## src/rtl/parking_exit_controller_if.sv

```systemverilog
// Exit-gate bundle: car/ticket/coin sensors in, gate, LEDs and
// occupancy status out.
interface parking_exit_controller_if;
  logic       sensor_exit;
  logic [1:0] ticket;
  logic       coin;
  logic       sensor_clear;
  logic       car_entered;
  logic       GREEN_LED;
  logic       RED_LED;
  logic       gate_open;
  logic       car_exited;
  logic [2:0] occupancy;
  logic [2:0] credit;
  logic       full;
  logic       empty;

  modport master (
    output sensor_exit, ticket, coin, sensor_clear, car_entered,
    input  GREEN_LED, RED_LED, gate_open, car_exited,
    input  occupancy, credit, full, empty
  );

  modport slave (
    input  sensor_exit, ticket, coin, sensor_clear, car_entered,
    output GREEN_LED, RED_LED, gate_open, car_exited,
    output occupancy, credit, full, empty
  );
endinterface

```

## src/rtl/parking_exit_controller.sv

```systemverilog
// Parking exit gate: ticket check, coin payment, timed gate
// opening and occupancy tracking shared with the entry side.
module parking_exit_controller #(
  parameter int CAPACITY         = 6,
  parameter int FEE              = 3,
  parameter int GATE_OPEN_CYCLES = 8,
  parameter int TIMEOUT_CYCLES   = 16
) (
  input logic clk,
  input logic reset_n,
  parking_exit_controller_if.slave bus
);

  localparam logic [7:0] TO_LAST = 8'(TIMEOUT_CYCLES - 1);
  localparam logic [7:0] GO_LAST = 8'(GATE_OPEN_CYCLES - 1);
  localparam logic [3:0] FEE_W   = 4'(FEE);
  localparam logic [2:0] CAP_W   = 3'(CAPACITY);

  typedef enum logic [2:0] {
    S_IDLE,
    S_CHECK,
    S_WRONG,
    S_PAY,
    S_OPEN
  } state_t;

  state_t     r_state;
  state_t     w_next;
  logic [7:0] r_cnt;
  logic [7:0] w_cnt_nxt;
  logic [2:0] r_credit;
  logic [2:0] w_credit_nxt;
  logic [2:0] r_occ;
  logic       r_exited;
  logic       w_leave;
  logic       w_ok;

  assign w_ok    = (bus.ticket == 2'b11);
  assign w_leave = (r_state == S_OPEN) && bus.sensor_clear;

  always_comb begin
    w_next       = r_state;
    w_cnt_nxt    = 8'd0;
    w_credit_nxt = r_credit;
    unique case (r_state)
      S_IDLE: begin
        if (bus.sensor_exit && (r_occ != 3'd0))
          w_next = S_CHECK;
      end
      S_CHECK: begin
        w_next = w_ok ? S_PAY : S_WRONG;
      end
      S_WRONG: begin
        if (w_ok)
          w_next = S_PAY;
        else if (r_cnt == TO_LAST)
          w_next = S_IDLE;
        else
          w_cnt_nxt = r_cnt + 8'd1;
      end
      S_PAY: begin
        // a coin restarts the idle timeout, so the counter stays 0
        if (bus.coin) begin
          if (({1'b0, r_credit} + 4'd1) >= FEE_W) begin
            w_next       = S_OPEN;
            w_credit_nxt = 3'd0;
          end else begin
            w_credit_nxt = r_credit + 3'd1;
          end
        end else if (r_cnt == TO_LAST) begin
          w_next       = S_IDLE;
          w_credit_nxt = 3'd0;
        end else begin
          w_cnt_nxt = r_cnt + 8'd1;
        end
      end
      S_OPEN: begin
        if (bus.sensor_clear || (r_cnt == GO_LAST))
          w_next = S_IDLE;
        else
          w_cnt_nxt = r_cnt + 8'd1;
      end
      default: w_next = S_IDLE;
    endcase
  end

  always_ff @(posedge clk) begin
    if (!reset_n) begin
      r_state  <= S_IDLE;
      r_cnt    <= 8'd0;
      r_credit <= 3'd0;
      r_exited <= 1'b0;
    end else begin
      r_state  <= w_next;
      r_cnt    <= w_cnt_nxt;
      r_credit <= w_credit_nxt;
      r_exited <= w_leave;
    end
  end

  // simultaneous entry and exit cancel out
  always_ff @(posedge clk) begin
    if (!reset_n) begin
      r_occ <= 3'd0;
    end else if (bus.car_entered && !w_leave) begin
      if (r_occ != CAP_W)
        r_occ <= r_occ + 3'd1;
    end else if (!bus.car_entered && w_leave) begin
      if (r_occ != 3'd0)
        r_occ <= r_occ - 3'd1;
    end
  end

  assign bus.GREEN_LED  = (r_state == S_OPEN);
  assign bus.gate_open  = (r_state == S_OPEN);
  assign bus.RED_LED    = (r_state == S_WRONG);
  assign bus.car_exited = r_exited;
  assign bus.occupancy  = r_occ;
  assign bus.credit     = r_credit;
  assign bus.full       = (r_occ == CAP_W);
  assign bus.empty      = (r_occ == 3'd0);

endmodule

```

## src/flat_wrapper.sv

```systemverilog
// flat-port wrapper written by rule: the top's interface ports become plain ports
module parking_exit_controller_flat 
#(
  parameter int CAPACITY         = 6,
  parameter int FEE              = 3,
  parameter int GATE_OPEN_CYCLES = 8,
  parameter int TIMEOUT_CYCLES   = 16
)
  (clk, reset_n, bus_sensor_exit, bus_ticket, bus_coin, bus_sensor_clear, bus_car_entered, bus_GREEN_LED, bus_RED_LED, bus_gate_open, bus_car_exited, bus_occupancy, bus_credit, bus_full, bus_empty);
  parking_exit_controller_if bus_i ();
  input logic clk;
  input logic reset_n;
  input wire logic [$bits(bus_i.sensor_exit)-1:0] bus_sensor_exit;
  input wire logic [$bits(bus_i.ticket)-1:0] bus_ticket;
  input wire logic [$bits(bus_i.coin)-1:0] bus_coin;
  input wire logic [$bits(bus_i.sensor_clear)-1:0] bus_sensor_clear;
  input wire logic [$bits(bus_i.car_entered)-1:0] bus_car_entered;
  output wire logic [$bits(bus_i.GREEN_LED)-1:0] bus_GREEN_LED;
  output wire logic [$bits(bus_i.RED_LED)-1:0] bus_RED_LED;
  output wire logic [$bits(bus_i.gate_open)-1:0] bus_gate_open;
  output wire logic [$bits(bus_i.car_exited)-1:0] bus_car_exited;
  output wire logic [$bits(bus_i.occupancy)-1:0] bus_occupancy;
  output wire logic [$bits(bus_i.credit)-1:0] bus_credit;
  output wire logic [$bits(bus_i.full)-1:0] bus_full;
  output wire logic [$bits(bus_i.empty)-1:0] bus_empty;
  assign bus_i.sensor_exit = bus_sensor_exit;
  assign bus_i.ticket = bus_ticket;
  assign bus_i.coin = bus_coin;
  assign bus_i.sensor_clear = bus_sensor_clear;
  assign bus_i.car_entered = bus_car_entered;
  assign bus_GREEN_LED = bus_i.GREEN_LED;
  assign bus_RED_LED = bus_i.RED_LED;
  assign bus_gate_open = bus_i.gate_open;
  assign bus_car_exited = bus_i.car_exited;
  assign bus_occupancy = bus_i.occupancy;
  assign bus_credit = bus_i.credit;
  assign bus_full = bus_i.full;
  assign bus_empty = bus_i.empty;
  parking_exit_controller #(.CAPACITY(CAPACITY), .FEE(FEE), .GATE_OPEN_CYCLES(GATE_OPEN_CYCLES), .TIMEOUT_CYCLES(TIMEOUT_CYCLES)) u_core (.clk(clk), .reset_n(reset_n), .bus(bus_i));
endmodule
```

## config.mk

```make
export PLATFORM = sky130hd
export DESIGN_NAME = parking_exit_controller_flat
export DESIGN_NICKNAME = d
export VERILOG_FILES = /design/src/rtl/parking_exit_controller_if.sv /design/src/rtl/parking_exit_controller.sv /design/src/flat_wrapper.sv
export SDC_FILE = /design/constraint.sdc
export NUM_CORES = 1
export LEC_CHECK = 0
export ABC_AREA = 1
export BUFFER_PORTS_ARGS = -buffer_cell sky130_fd_sc_hd__buf_4
export CAP_MARGIN = 10
export CELL_PAD_IN_SITES_DETAIL_PLACEMENT = 1
export CELL_PAD_IN_SITES_GLOBAL_PLACEMENT = 1
export CORE_UTILIZATION = 37
export CTS_CLUSTER_DIAMETER = 30
export DETAILED_ROUTE_END_ITERATION = 16
export PLACE_DENSITY = 0.75
export SETUP_SLACK_MARGIN = 0.15
export SLEW_MARGIN = 40
export SYNTH_ARGS = -nofsm -noshare
export SYNTH_HDL_FRONTEND = slang
export SYNTH_SLANG_ARGS = --single-unit
```

## constraint.sdc

```tcl
create_clock -name clk -period 2.27 [get_ports clk]
set_input_delay 0.227 -clock clk [delete_from_list [all_inputs] [get_ports clk]]
set_output_delay 0.227 -clock clk [all_outputs]
set_load 0.005 [all_outputs]
```

==> flow_summary_export.csv <==
group,metric,value,unit
yosys,yosys-top-cells-count,"nor2_1, nand2_1, dfxtp_1, inv_1",
pwr,power_density,969,nW/µm²
timing,period_share,0.848,
cts,hold_buffers,0,
status,status,"completed",
final_layout,area_growth_syn_to_layout,22.0,%
timing,fin_skew,8.12,ps
global_routing,antenna_found_initial,0,
yosys,avgSynthCellArea,7.28,µm²
cts,cts_sinks,18,
global_routing,grt_pass1_wl,3920,µm
die,core-area,2300,µm²
cts,htreeDepth,1,
worst_hold_path,min_to,"u_core.r_state[1]$_SDFFE_PN0P_",
timing,relSlewSlack,0.808,
job,drv_cap,0,
yosys,yosys-top-cells-area,"dfxtp_1, nor2_1, nand2_1",
place,dpl_worst_slack,372,ps
global_routing,grt_max_degree,11,
yosys,synth-edff-count,0,
worst_hold_path,hold_start,"reset_n",
setup_path,criticalPathCategory,"reg2reg",
final_layout,layout.nets,164,
die,placementRows,17,
worst_hold_path,holdPathStages,3,
timing,drv_slew,0,
cts,post_cts_resized,0,
die,die_w,52.4,µm
place,place_congestion,0.804,
yosys,syn_area,940,µm²
yosys,synth_cells,129,
final_layout,antenna_cells,0,
setup_path,rr_worst_depth,9,
routing,wire_per_inst,13.3,µm
timing,setup_violations,0,
final_layout,multiInputGateArea,500,µm²
timing,setup_tns,0,ps
final_layout,num-fill-cells,319,
global_routing,grt_pass1_vias,899,
setup_path,endpoint_kind,"flop",
yosys,yosysTopAreaCell,"dfxtp_1",
timing,hold_viol,0,
place,numPortBuffers,19,
setup_path,startpoint_type,"flop",
yosys,synth_fp_nets,141,
setup_path,worstPathArrival,2120,ps
cts,cts_root_buf,"clkbuf_4",
routing,drtIter0Drc,10,
pwr,leakagePower,0.000545,µW
setup_path,r2r_end,"u_core.bus.occupancy[1]$_SDFFE_PN0P_",
timing,worst-slew-pin-transition,288,ps
pwr,power.total,1110,µW
yosys,yosysUniqueCellTypes,22,
global_routing,grt_use_total,0.200,
final_layout,layout-drive-gt1-share,0.192,
timing,setup_ws,346,ps
yosys,synth_ff_type,"dfxtp_1",
global_routing,grt_overflow_total,0,
final_layout,regArea,360,µm²
routing,dr.pass1.iters,4,
die,io_pins,20,
routing,wirelength,2390,µm
die,start_util,0.409,
cts,cts_tree,"done",
die,die_h,52.4,µm
setup_path,r2r_setup_slack,350,ps
die,dieArea,2750,µm²
pwr,ir_drop,480,µV
timing,rsz0062_at_grt,"false",
yosys,yosysMostFrequentCell,"nor2_1",
setup_path,r2r_start,"u_core.r_state[1]$_SDFFE_PN0P_",
yosys,yosysWarnings,0,
cts,clk_pin_slew,110,ps
yosys,synth.top_cell.area_share,0.383,
timing,min_period,1920,ps
place,dp_hpwl,1920,µm
timing,fmax,520,MHz
cts,post_cts_buffers,0,
setup_path,cp.required,2470,ps
yosys,yosysSeqAreaShare,0.383,
yosys,async_flop_share,0,
cts,clockBufferDepth,2,
routing,drc,0,
setup_path,worst-path-max-fanout,5,
worst_hold_path,hold_class,"in2reg",
routing,vias_per_cell,5.03,
yosys,ys_ff_latch,18,
cts,cts_inserted_buffers,3,
routing,vias,901,
routing,antenna_left,0,
cts,clock_latency,300,ps
-- layout make-up --
class / instances / share of cell area
multi-input combinational: 91 / 0.437
tap: 28 / 0.0306
clock buffer: 4 / 0.0317
timing repair buffer: 19 / 0.124
sequential: 18 / 0.314
inverter: 19 / 0.0622
-- placed cells by master (no fill, tap or decap), types with 2 or more instances in the layout --
cell type	synthesis	final
a21oi_1	8	8
buf_4	1	19
clkbuf_4	0	3
dfxtp_1	18	18
ha_1	3	3
inv_1	18	18
nand2_1	22	22
nand2_2	2	2
nand3_1	8	8
nand4_1	2	2
nor2_1	23	23
nor3_1	2	2
o21ai_0	6	6
xnor2_1	3	3
xor2_1	5	5
-- where the power goes --
part / internal, µW / total [µW] / switching (µW)
clock network: 97.8 / 204 / 107
logic: 207 / 486 / 279
registers: 365 / 420 / 54.8
-- critical path, stage by stage, from the launching register on --
cell and delay, ps:
dfxtp_1 370, nor2_1 160, nand2_1 110, inv_1 100, nand2_1 80, ha_1 220
inv_1 100, fa_1 430, o21ai_0 200, a21oi_1 60
-- registers in the layout (all words and copies together) (netlist names) --
signal                 cells
u_core.r_cnt               8
u_core.bus.car_exited      1
u_core.bus.credit          3
u_core.bus.occupancy       3
u_core.r_state             3
-- how the worst max path moves through the flow --
stage / slack, ps / endpoint / cells after the start / from
after floorplan: 580 / u_core.bus.occupancy[1]$_SDFFE_PN0P_ / 9 / u_core.r_state[1]$_SDFFE_PN0P_
after global placement: 520 / u_core.bus.occupancy[2]$_SDFFE_PN0P_ / 10 / u_core.r_state[1]$_SDFFE_PN0P_
after detailed placement: 370 / u_core.bus.occupancy[1]$_SDFFE_PN0P_ / 9 / u_core.r_state[1]$_SDFFE_PN0P_
after CTS: 360 / u_core.bus.occupancy[2]$_SDFFE_PN0P_ / 10 / u_core.r_state[1]$_SDFFE_PN0P_
after global routing: 180 / u_core.bus.occupancy[2]$_SDFFE_PN0P_ / 10 / u_core.r_state[1]$_SDFFE_PN0P_
final: 350 / u_core.bus.occupancy[1]$_SDFFE_PN0P_ / 9 / u_core.r_state[1]$_SDFFE_PN0P_
-- layer usage --
metal / vias to the layer above / track usage / part of all wire
li1: 449 / - / -
met1: 430 / 0.248 / 0.45
met2: 18 / 0.327 / 0.49
met3: 4 / 0.0435 / 0.047
met4: 0 / 0.0877 / 0.012
met5: - / 0 / 0
-- metrics by stage --
step	utilization	hold WS, ps	instances	cell area, µm²
after global placement	0.483	432	175	1110
after global routing	0.499	195	179	1150
after detailed placement	0.483	439	175	1110
final	0.499	176	179	1150
after floorplan	-	351	129	940
after CTS	0.499	169	179	1150
-- cells by family (layout without fill, tap and decap cells) --
kind of cell | count (synthesis) | after routing | synth area share
AND/OR/NAND/NOR | 64 | 64 | 0.305
flip-flops | 18 | 18 | 0.383
adder cells (fa/ha/maj) | 4 | 4 | 0.0613
XOR/XNOR | 8 | 8 | 0.0746
AO/OA/AOI/OAI | 15 | 15 | 0.0919
buffers and inverters | 20 | 42 | 0.0839
(Power assumes the default switching activity.)
